==> config.mk <==
export PLATFORM = sky130hd
export DESIGN_NAME = n5_uart_tx
export DESIGN_NICKNAME = d
export VERILOG_FILES = /design/src/rtl/n5_uart_tx.sv
export SDC_FILE = /design/constraint.sdc
export NUM_CORES = 1
export LEC_CHECK = 0
export ABC_AREA = 0
export BUFFER_PORTS_ARGS = -buffer_cell sky130_fd_sc_hd__buf_2
export CORE_MARGIN = 5
export CORE_UTILIZATION = 54
export CTS_CLUSTER_SIZE = 16
export DETAILED_ROUTE_END_ITERATION = 12
export PLACE_DENSITY_LB_ADDON = 0.2
export RECOVER_POWER = 50
export SKIP_LAST_GASP = 1
export SLEW_MARGIN = 10
export SYNTH_ARGS = -nofsm -noshare
export SYNTH_HDL_FRONTEND = slang
export SYNTH_SLANG_ARGS = --single-unit
==> constraint.sdc <==
create_clock -name wb_clk_i -period 3 [get_ports wb_clk_i]
set_input_delay 0.9 -clock wb_clk_i [delete_from_list [all_inputs] [get_ports wb_clk_i]]
set_output_delay 0.9 -clock wb_clk_i [all_outputs]
set_load 0.005 [all_outputs]
==> src/rtl/n5_uart_tx.sv <==
// n5_uart_tx: 8N1 UART transmitter fed from a small circular byte FIFO.
// Frames go out LSB first: start bit low, 8 data bits, then 1 or 2 high stop bits.
// Each bit lasts (div+1) clocks.
module n5_uart_tx #(
    parameter int DEPTH = 8,
    parameter int DIV_W = 16
) (
    input  logic                     wb_clk_i,
    input  logic                     wb_rst_i,
    input  logic                     en,
    input  logic [DIV_W-1:0]         div,
    input  logic                     stop2,
    input  logic [7:0]               wdata,
    input  logic                     wr,
    input  logic                     clr_ovf,
    output logic                     full,
    output logic                     empty,
    output logic [$clog2(DEPTH):0]   level,
    output logic                     ovf,
    output logic                     busy,
    output logic                     done,
    output logic                     tx
);

    localparam int AW = $clog2(DEPTH);
    localparam logic [AW:0] FULL_LEVEL = (AW+1)'(DEPTH);

    typedef enum logic [1:0] {S_IDLE, S_START, S_DATA, S_STOP} state_t;

    // FIFO storage and bookkeeping
    logic [7:0]       mem [DEPTH];
    logic [AW-1:0]    wr_ptr_reg, rd_ptr_reg;
    logic [AW:0]      level_reg, level_next;
    logic             ovf_reg;
    logic             push_ok;
    logic             pop;

    // Frame engine state
    state_t           state_reg, state_next;
    logic [DIV_W-1:0] timer_reg, timer_next;
    logic [DIV_W-1:0] div_lat_reg, div_lat_next;
    logic             s2_lat_reg, s2_lat_next;
    logic             second_reg, second_next;
    logic [2:0]       bit_cnt_reg, bit_cnt_next;
    logic [7:0]       shift_reg, shift_next;
    logic             tx_reg, tx_next;
    logic             busy_reg, busy_next;
    logic             done_reg, done_next;
    logic             start_now;
    logic             can_start;

    // full is judged before this cycle's pop, so a push while full is always dropped
    assign full      = (level_reg == FULL_LEVEL);
    assign empty     = (level_reg == '0);
    assign push_ok   = wr && !full;
    assign can_start = en && !empty;

    // Occupancy update from push/pop pair
    always_comb begin
        level_next = level_reg;
        case ({push_ok, pop})
            2'b10:   level_next = level_reg + 1'b1;
            2'b01:   level_next = level_reg - 1'b1;
            default: level_next = level_reg;
        endcase
    end

    // FIFO storage write port; contents need no reset since pointers define validity
    always_ff @(posedge wb_clk_i) begin
        if (push_ok) begin
            mem[wr_ptr_reg] <= wdata;
        end
    end

    // FIFO pointers, level and sticky overflow flag (a drop beats a clear)
    always_ff @(posedge wb_clk_i) begin
        if (wb_rst_i) begin
            wr_ptr_reg <= '0;
            rd_ptr_reg <= '0;
            level_reg  <= '0;
            ovf_reg    <= 1'b0;
        end else begin
            if (push_ok) wr_ptr_reg <= wr_ptr_reg + 1'b1;
            if (pop)     rd_ptr_reg <= rd_ptr_reg + 1'b1;
            level_reg <= level_next;
            if (wr && full)   ovf_reg <= 1'b1;
            else if (clr_ovf) ovf_reg <= 1'b0;
        end
    end

    // Frame engine state register
    always_ff @(posedge wb_clk_i) begin
        if (wb_rst_i) begin
            state_reg   <= S_IDLE;
            timer_reg   <= '0;
            div_lat_reg <= '0;
            s2_lat_reg  <= 1'b0;
            second_reg  <= 1'b0;
            bit_cnt_reg <= '0;
            shift_reg   <= '0;
            tx_reg      <= 1'b1;
            busy_reg    <= 1'b0;
            done_reg    <= 1'b0;
        end else begin
            state_reg   <= state_next;
            timer_reg   <= timer_next;
            div_lat_reg <= div_lat_next;
            s2_lat_reg  <= s2_lat_next;
            second_reg  <= second_next;
            bit_cnt_reg <= bit_cnt_next;
            shift_reg   <= shift_next;
            tx_reg      <= tx_next;
            busy_reg    <= busy_next;
            done_reg    <= done_next;
        end
    end

    // Frame engine next-state: bit timing, shifting, stop bits and frame chaining
    always_comb begin
        state_next   = state_reg;
        timer_next   = timer_reg;
        div_lat_next = div_lat_reg;
        s2_lat_next  = s2_lat_reg;
        second_next  = second_reg;
        bit_cnt_next = bit_cnt_reg;
        shift_next   = shift_reg;
        tx_next      = tx_reg;
        busy_next    = busy_reg;
        done_next    = 1'b0;
        start_now    = 1'b0;
        pop          = 1'b0;

        case (state_reg)
            S_IDLE: begin
                if (can_start) start_now = 1'b1;
            end
            S_START: begin
                if (timer_reg == '0) begin
                    state_next   = S_DATA;
                    timer_next   = div_lat_reg;
                    bit_cnt_next = '0;
                    tx_next      = shift_reg[0];
                end else begin
                    timer_next = timer_reg - 1'b1;
                end
            end
            S_DATA: begin
                if (timer_reg == '0) begin
                    timer_next = div_lat_reg;
                    if (bit_cnt_reg == 3'd7) begin
                        state_next  = S_STOP;
                        tx_next     = 1'b1;
                        second_next = 1'b0;
                    end else begin
                        bit_cnt_next = bit_cnt_reg + 1'b1;
                        shift_next   = {1'b0, shift_reg[7:1]};
                        tx_next      = shift_reg[1];
                    end
                end else begin
                    timer_next = timer_reg - 1'b1;
                end
            end
            S_STOP: begin
                if (timer_reg == '0) begin
                    if (s2_lat_reg && !second_reg) begin
                        second_next = 1'b1;
                        timer_next  = div_lat_reg;
                    end else begin
                        done_next = 1'b1;
                        if (can_start) begin
                            start_now = 1'b1;
                        end else begin
                            state_next = S_IDLE;
                            busy_next  = 1'b0;
                        end
                    end
                end else begin
                    timer_next = timer_reg - 1'b1;
                end
            end
            default: begin
                state_next = S_IDLE;
                tx_next    = 1'b1;
                busy_next  = 1'b0;
            end
        endcase

        // Shared frame launch: pop a byte and freeze this frame's timing settings
        if (start_now) begin
            pop          = 1'b1;
            shift_next   = mem[rd_ptr_reg];
            div_lat_next = div;
            timer_next   = div;
            s2_lat_next  = stop2;
            tx_next      = 1'b0;
            busy_next    = 1'b1;
            state_next   = S_START;
        end
    end

    assign level = level_reg;
    assign ovf   = ovf_reg;
    assign busy  = busy_reg;
    assign done  = done_reg;
    assign tx    = tx_reg;

endmodule

# --- Yosys cells after proc, flatten, opt, wreduce, memory -nomap -nowiden ---
# Memory sizes are Yosys's and may differ from the RTL's. A register that Yosys moved wholly into a read port is not among the register bits.
# Index checks and enable logic that the tools add are counted.
op_classes:
  bitwise: 2
  addsub: 6
  reduce_logical: 32
  n_mux: 49
  n_eq_ne: 25
ops:
  columns: ["operator", "n"]
  rows:
  - ["2-to-1 mux 16 bit", 4]
  - ["2-to-1 mux 8 bit", 4]
  - ["case mux 16 bit (2 select lines)", 1]
  - ["2-to-1 mux 1 bit", 23]
  - ["!= test 2 bit (second input constant)", 11]
  - ["!= test 3 bit (second input constant)", 6]
  - ["zero test 16 bit", 1]
  - ["subtractor 16 x 1 -> 16 bit (second input constant)", 1]
  - ["2-to-1 mux 3 bit", 5]
  - ["AND reduction 7 bit", 2]
  - ["nonzero test 2 bit", 7]
  - ["2-to-1 mux 2 bit", 6]
  - ["adder 3 x 1 -> 3 bit (second input constant)", 3]
  - ["nonzero test 3 bit", 3]
  - ["case mux 4 bit (2 select lines)", 1]
  - ["AND reduction 4 bit", 2]
  - ["== test 2 bit (second input constant)", 3]
  - ["case mux 1 bit (2 select lines)", 3]
  - ["case mux 2 bit (3 select lines)", 1]
  - ["case mux 3 bit (2 select lines)", 1]
  - ["AND reduction 3 bit", 2]
  - ["AND reduction 5 bit", 1]
  - ["adder 4 x 1 -> 4 bit (second input constant)", 1]
  - ["== test 2 x 1 -> 1 bit (second input constant)", 2]
  - ["13 further kinds", 20]
word_totals:
  inputBits: 30
  ramBits: 64
  n_memories: 1
  word_cells: 130
  reg_bits: 61
  output_inout_bits: 10
mem_list:
  columns: ["memory", "words", "word_bits", "read_ports", "rd_clocked_by_memory_dff", "wr", "line", "source"]
  rows:
  - ["mem", 8, 8, 1, 1, 1, "31", "logic [7:0] mem [DEPTH];"]

# --- Logic depth before layout (Yosys ltp) ---
# Gate-level depths: netlist of run 1.
logic_depth:
  word_depth: 10
  ltp_mapped: 16
  mapped_depth_nobuf: 14

# --- Least setup slack after synthesis of run 1 ---
# Ideal clock, no wire load.
synth_path:
  path_type: "flip-flop to flip-flop"
  start: "register timer_reg[0]"
  end: "register level_reg[2] (netlist: level[2])"
  t_required_ps: 2930
  setup_ps: 70
  stages_incl_launch_ff: 17
  period_less_slack_ps: 3119
  t_arrival_ps: 3048
  path_buffers: 2
  slack_ps: -119
  cell_sequence: "dfxtp_1 inv_1 ha_1 clkbuf_1 nor3b_1 nand4_2 o21bai_1 nand2_1 inv_2 buf_4 ha_1 xor2_1 ha_1 a21oi_1 xor2_1 or3_1 a21oi_1"
synth_via:
  elab_chain_cells: 6
  word_cells_on_any_way: 8
  classes_between: "eq/ne: 2; mux: 4; reduce/logical: 2"
synth_lines:
  columns: ["item", "line", "source"]
  rows:
  - ["start, declared", "40", "logic [DIV_W-1:0] timer_reg, timer_next;"]
  - ["start signal, assigned", "106", "timer_reg <= timer_next;"]
  - ["zero test 16 bit *", "164", "if (timer_reg == '0) begin"]
  - ["2-to-1 mux 1 bit *", "164", null]
  - ["case mux 1 bit (2 select lines) *", "133", "case (state_reg)"]
  - ["2-to-1 mux 1 bit *", "189", "if (start_now) begin"]
  - ["== test 2 x 1 -> 1 bit / == test 2 bit (equally long branches)", "61", "case ({push_ok, pop})"]
  - ["case mux 4 bit (2 select lines) / nonzero test 2 bit (equally long branches)", null, null]
  - ["end signal, assigned", "85", "level_reg <= level_next;"]
  - ["end, declared", "33", "logic [AW:0] level_reg, level_next;"]
# Mark *: on every way between the ends. The rest lies on a longest branch, timed or not.
# A chain may end at the register's enable or synchronous reset.

# --- Worst setup path after layout of run 1 ---
# Same ends and word-level chain as after synthesis.

==> flow_metrics.py, run 1 <==
metrics = {
    "route": {
        "first_pass_iters": 5,
        "vias_per_cell": 5.76,
        "wl_per_cell_um": 17.1,
        "wl_met3_um": 545,
        "met1_length_um": 5130,
        "drtIter0Drc": 318,
        "num_vias": 4059,
        "wl_met2_um": 6230,
        "detail-route-antenna-nets": 0,
        "drcViolationCount": 0,
        "routed_wl_um": 12000,
        "highest_layer": "met4",
    },
    "hold_path": {
        "holdCritPathClass": "flop to flop",
        "hold_depth": 2,
        "whs_endpoint": "div_lat_reg[11]",
        "hold_start": "div_lat_reg[11]",
    },
    "power_and_ir_drop": {
        "combPwrFrac_pct": 37.2,
        "p_clk_share_pct": 28.8,
        "p_int_mw": 4.52,
        "pwr-share-seq_pct": 34.0,
        "switching_share_pct": 36.4,
        "switchingPower_mw": 2.59,
        "vdd_drop_max_mv": 0.957,
        "p_per_area_nw_per_um2": 1070,
        "p_leak_nw": 2.31,
    },
    "clock_network": {
        "h-tree-depth": 4,
        "cts.hold.buffers_added": 0,
        "cts_tree": "done",
        "cts_buffers": 17,
        "clock_latency_ns": 0.52,
        "path_clk_slew_ns": 0.06,
        "cts_root_buffer": "clkbuf_8",
        "cts_max_path_buffers": 2,
        "clock_sinks": 128,
        "cts_setup_buffers": 0,
        "cts-resized-gates": 0,
    },
    "die": {
        "die_w_um": 112,
        "initial_core_util_pct": 55.1,
        "io_pins": 40,
        "rows": 37,
        "dieArea_um2": 12600,
        "die_h_um": 112,
        "coreArea_um2": 10300,
    },
    "timing": {
        "max-slew-margin-rel_pct": 20.4,
        "clock-skew-final_ns": 0.00658,
        "finalWorstPathRequiredPeriod_ns": 2.67,
        "hold_violations": 0,
        "tightest_slew_ns": 1.19,
        "slew_viol_final": 0,
        "fmax_mhz": 374,
        "min_period_over_period_pct": 89.1,
        "fin_tns_setup_ns": 0,
        "setup_violations": 0,
        "rsz0062_at_grt": "false",
    },
    "synthesis": {
        "synthesis.area_um2": 5660,
        "synth_fp_nets": 547,
        "ys.flop_type": "edfxtp_1",
        "synth-edff-count": 64,
        "ys_types": 58,
        "yosys_register_bits": 128,
        "syn_area_per_cell_um2": 11.2,
        "synth_cells": 505,
        "async_flop_share_pct": 0,
        "synth.yosys.warnings": 0,
        "ys_seq_area_share_pct": 56.5,
    },
    "layout": {
        "syn_to_final_growth_pct": 17.0,
        "drive_above_1_share_pct": 18.1,
        "antenna_cells": 0,
        "largest_reg_flops": 64,
        "finalNetCount": 598,
        "multiInputGateArea_um2": 2320,
        "fill_cells": 802,
        "design_area_um2": 6630,
        "seq_area_um2": 3200,
    },
    "place": {
        "io_buffers": 39,
        "dpl.hpwl_um": 7990,
        "routabilityCongestion": 0.874,
        "placed_area_um2": 6070,
    },
    "critical_path": {
        "ff2ff_setup_slack_ns": 0.33,
        "crit_fanout": 5,
        "crit_path_max_incr_delay_ns": 0.32,
        "end_kind": "flop",
        "reg2reg_depth": 14,
        "slowest_stage": "dfxtp_1",
        "cp.arrival_ns": 3.11,
        "crit_type": "flop to flop",
        "r2r-start": "timer_reg[0]",
        "r2r-end": "level[2]",
        "worst_setup_path_start_kind": "flop",
        "crit_top_cell": "ha_1",
        "crit_chain": "inv_1 -> ha_1 -> nor3b_2 -> nand4_2 -> o21bai_1 -> nand2_1 -> inv_2 -> ha_1 -> xor2_1 -> ha_1 -> a21oi_1 -> xor2_1 -> or3_1 -> a21oi_1",
        "crit_required_ns": 3.44,
    },
    "global_routing": {
        "grt_pass1_vias": 4009,
        "track_usage_pct": 20.1,
        "grt_start_max_net_pins": 52,
        "grt_pass1_wl_um": 19900,
        "antenna_found_initial": 0,
        "overflow": 0,
    },
    "outcome": {
        "status": "finished clean",
    },
    "run": {
        "cap_viol_max_count": 0,
    },
}
## layout by cell type (no fill, tap or decap), types with 6 or more instances in the layout
master / count
o211ai_1: 7
ha_1: 12
a311oi_1: 11
buf_2: 28
o21ai_0: 17
a21oi_1: 42
nor2_1: 49
buf_4: 13
nor3_1: 11
mux2i_1: 7
a31oi_1: 6
nand3_1: 8
a211oi_1: 9
clkbuf_16: 16
nand2b_1: 7
edfxtp_1: 64
clkbuf_1: 17
inv_1: 8
mux4_2: 16
nand2_1: 67
dfxtp_1: 64
nor2b_1: 10
## power by group through the flow
stage | logic (mW) | clock network, mW | registers (mW)
2_1_floorplan | 2.06 | 0 | 2.36
3_3_place_gp | 2.61 | 0 | 2.43
3_5_place_dp | 2.65 | 0 | 2.45
4_1_cts | 2.67 | 2.08 | 2.41
5_1_grt | 2.98 | 2.16 | 2.46
6_report | 2.64 | 2.05 | 2.42
## critical path, delay by kind of cell (launching register included)
| family | cells | cell delay (ns) |
|---|---|---|
| simple gates | 4 | 0.79 |
| fa+ha+maj | 3 | 0.57 |
| compound gates | 3 | 0.42 |
| flops | 1 | 0.32 |
| xor+xnor | 2 | 0.32 |
| buf+inv | 2 | 0.16 |
## per-layer routing
metal / track usage (%) / vias up
met2: 34.9 / 97
met1: 23.9 / 1968
met3: 5.93 / 13
li1: - / 1981
met5: 0 / -
met4: 6.89 / 0
## synthesized netlist by cell type (2+ instances only)
cell	number	area [um^2]
o21a_1	2	15.0
nor2_1	49	184
a311oi_1	11	96.3
o21bai_1	2	15.0
nor4_4	2	42.5
o21ai_0	17	85.1
a21o_1	2	15.0
edfxtp_1	64	1920
nor3_1	11	55.1
nor2b_1	10	62.6
dfxtp_1	64	1280
o22ai_1	5	31.3
o211ai_1	7	52.6
mux2i_1	7	70.1
nand3b_1	2	15.0
o21ai_1	3	15.0
buf_4	2	15.0
and2_1	2	12.5
a22oi_1	2	15.0
mux4_2	16	360
a31oi_1	6	37.5
o32ai_1	2	17.5
xor2_1	5	43.8
buf_2	4	20.0
nand4_1	2	12.5
a211oi_1	9	67.6
or3_1	2	12.5
nor4bb_1	2	20.0
a21oi_1	42	210
a211o_1	2	17.5
xnor2_1	4	35.0
inv_1	8	30.0
clkbuf_1	20	75.1
mux2_2	2	22.5
nand3_1	8	40.0
nand2_1	67	251
nand2b_1	7	43.8
ha_1	12	150
a211oi_2	2	25.0
## kinds of logic after synthesis
family / Yosys count / share of synthesized area, %
AOI/OAI and AO/OA: 120 / 13.6
xor gates and xnor gates: 9 / 1.39
adders and majority gates: 12 / 2.65
buffers and inverters: 35 / 2.54
DFF: 128 / 56.5
muxes: 25 / 8.00
and+or+nand+nor: 176 / 15.3
## final cells by class
| class | instances | area share, % |
|---|---|---|
| clock buffers | 17 | 6.25 |
| clock inverters | 15 | 2.72 |
| inverters | 9 | 0.510 |
| multi-input cells | 342 | 35.1 |
| flip-flops and latches | 128 | 48.3 |
| well taps | 136 | 2.57 |
| repair buffers | 58 | 4.55 |
## per-stage QoR
stage	worst slack [ns]	util [%]	hold slack, ns	std cells	power, mW
after floorplan	0.0501	-	0.436	505	4.43
after global placement	0.354	59.0	0.444	673	5.04
after detailed placement	0.280	59.0	0.452	673	5.10
after CTS	0.322	64.8	0.459	705	7.17
after global routing	0.0915	64.5	0.473	705	7.61
final	0.327	64.5	0.457	705	7.11
## how the worst max path moves through the flow
| stage | from | end | slack (ns) |
|---|---|---|---|
| after floorplan | timer_reg[0] | level[2] | 0.05 |
| after CTS | timer_reg[0] | level[2] | 0.32 |
| final | timer_reg[0] | level[2] | 0.33 |
| after global placement | en | level[2] | 0.35 |
| after detailed placement | en | level[2] | 0.28 |
| after global routing | timer_reg[0] | level[2] | 0.09 |
No activity file was read; power rests on OpenSTA's default activity.
==> run 2, diff against run 1 <==
- CORE_MARGIN: 5 -> unset
- CORE_UTILIZATION: 54 -> 60
- SLEW_MARGIN: 10 -> 25
- clock period: 3 -> 2.65 ns (I/O delays scaled with it)
==> run 2 against run 1 <==
Net effect: via count grew 4.3%; combinational power grew 28%; utilization grew 9.9 points; final area grew 3.2%; non-clock buffer count grew 18; wire length grew 3.7%; sequential power grew 11%; maximum frequency grew 5.2%.
==> flow_metrics.py, run 2 (synthesized netlist as in run 1, its figures left out) <==
metrics = {
    "outcome": {
        "status": "finished clean",
    },
    "hold_path": {
        "whs_endpoint": "div_lat_reg[4]",
        "hold_depth": 2,
        "holdCritPathClass": "flop to flop",
        "hold_start": "div_lat_reg[4]",
    },
    "power_and_ir_drop": {
        "vdd_drop_max_mv": 0.756,
        "p_per_area_nw_per_um2": 1230,
        "finalPower_mw": 8.43,
        "p_leak_nw": 2.45,
    },
    "critical_path": {
        "cp_top_family": "simple AND/OR/NAND/NOR gates",
        "crit_required_ns": 3.11,
        "cp_num_buf_inv": 2,
        "crit_fanout": 5,
        "cp.arrival_ns": 3.00,
        "end_kind": "flop",
        "r2r-end": "level[2]",
        "crit_type": "flop to flop",
        "critPathLaunch": "timer_reg[0]",
        "worst_setup_path_start_kind": "flop",
        "ff2ff_setup_slack_ns": 0.11,
        "r2r-start": "timer_reg[0]",
        "reg2reg_depth": 14,
        "crit_path_max_incr_delay_ns": 0.38,
        "crit_chain": "inv_2 -> ha_4 -> nor3b_4 -> nand4_2 -> o21bai_2 -> nand2_2 -> inv_4 -> ha_4 -> xor2_2 -> ha_2 -> a21oi_2 -> xor2_1 -> or3_1 -> a21oi_2",
        "slowest_stage": "or3_1",
    },
    "clock_network": {
        "cts_buffers": 17,
        "clock_latency_ns": 0.52,
        "cts_root_buffer": "clkbuf_8",
        "cts_max_path_buffers": 2,
        "clock_sinks": 128,
        "cts.hold.buffers_added": 0,
        "cts_tree": "done",
        "path_clk_slew_ns": 0.06,
        "h-tree-depth": 4,
    },
    "route": {
        "wl_per_cell_um": 17.9,
        "detail-route-antenna-nets": 0,
        "drtIter0Drc": 264,
        "first_pass_iters": 5,
        "drcViolationCount": 0,
        "vias_per_cell": 6.06,
        "routed_wl_um": 12500,
        "num_vias": 4233,
    },
    "place": {
        "io_buffers": 39,
        "dpl.hpwl_um": 7860,
        "routabilityCongestion": 0.912,
        "dp.cells": 663,
    },
    "die": {
        "initial_core_util_pct": 61.6,
        "rows": 35,
        "dieArea_um2": 9830,
        "die_h_um": 99.2,
        "coreArea_um2": 9200,
        "io_pins": 40,
        "die_w_um": 99.2,
    },
    "global_routing": {
        "track_usage_pct": 26.9,
        "antenna_found_initial": 0,
        "overflow": 0,
        "grt_start_max_net_pins": 52,
        "grt_pass1_wl_um": 20000,
        "grt_pass1_vias": 4204,
    },
    "timing": {
        "tightest_slew_ns": 1.33,
        "finalWorstPathRequiredPeriod_ns": 2.54,
        "max-slew-margin-rel_pct": 11.7,
        "fmax_mhz": 394,
        "clock-skew-final_ns": 0.00627,
        "setup_violations": 0,
        "rsz0062_at_grt": "true",
        "slew_viol_final": 0,
        "min_period_over_period_pct": 95.9,
        "hold_violations": 0,
    },
    "layout": {
        "final_cells": 698,
        "antenna_cells": 0,
        "largest_reg_flops": 64,
        "finalNetCount": 616,
        "drive_above_1_share_pct": 24.2,
        "layout_common_cells": "nand2_1 (66), edfxtp_1 (64), dfxtp_1 (63), nor2_1 (49), a21oi_1 (40)",
        "final_common_cell": "nand2_1",
        "fill_cells": 592,
        "syn_to_final_growth_pct": 20.7,
    },
    "run": {
        "cap_viol_max_count": 0,
    },
}
run 2: cell count changes in the layout (fill, tap and decap cells not counted), sizes merged:
cell / previous run / this run
buf: 41 / 66
clkinv: 5 / 8
clkinvlp: 2 / 1
inv: 14 / 12
clkbuf: 34 / 27
run 2: final cells by class:
| class | instances | area (um^2) | share of cell area, % |
|---|---|---|---|
| Sequential cell | 128 | 3200 | 46.9 |
| Inverter | 9 | 36.3 | 0.531 |
| Clock buffer | 17 | 414 | 6.06 |
| Clock inverter | 15 | 184 | 2.69 |
| Multi-Input combinational cell | 342 | 2400 | 35.1 |
| Timing Repair Buffer | 76 | 458 | 6.70 |
| Tap cell | 111 | 139 | 2.03 |
run 2: tightest hold or removal path, delay by kind of cell, from the launching register on:
kind               cells  cell delay, ns
AOI/OAI and AO/OA      1            0.05
and+or+nand+nor        1            0.05
DFF                    1            0.31
run 2: what timing repair did:
| action | CTS | global route |
|---|---|---|
| setup buffers | 0 | 3 |
| gates resized for setup | 1 | 12 |
| setup endpoints to repair | 1 | 2 |
| pin swaps | 0 | 7 |
run 2: report_power, final:
group | switching, mW | internal [mW] | total (mW)
clock | 0.896 | 1.44 | 2.34
combinational | 1.95 | 1.44 | 3.39
sequential | 0.274 | 2.42 | 2.69
run 2: worst max path at each step:
stage | to | slack [ns] | depth (start not counted)
after floorplan | level[2] | -0.12 | 16
after global placement | level[2] | 0.17 | 14
final | level[2] | 0.11 | 14
after global routing | level[2] | -0.06 | 14
after detailed placement | level[2] | 0.06 | 14
after CTS | level[2] | 0.05 | 14
run 2: per-stage QoR:
| step | hold WS, ns | setup WS [ns] | utilization, % | cell area, um^2 | TNS [ns] |
|---|---|---|---|---|---|
| after floorplan | 0.436 | -0.122 | - | 5710 | -0.122 |
| final | 0.456 | 0.109 | 74.3 | 6840 | 0 |
| after global placement | 0.444 | 0.171 | 67.1 | 6170 | 0 |
| after CTS | 0.457 | 0.0548 | 73.7 | 6770 | 0 |
| after detailed placement | 0.448 | 0.0556 | 67.1 | 6170 | 0 |
| after global routing | 0.481 | -0.0551 | 74.3 | 6840 | -0.0551 |
run 2: metal layers:
layer  track usage [%]  share of wire (%)  vias up
met5                 0                  0        -
li1                  -                  -     2012
met1              30.8                 41     2060
met3              6.82                4.7       30
met2              47.7                 52      131
met4              12.4                2.6        0
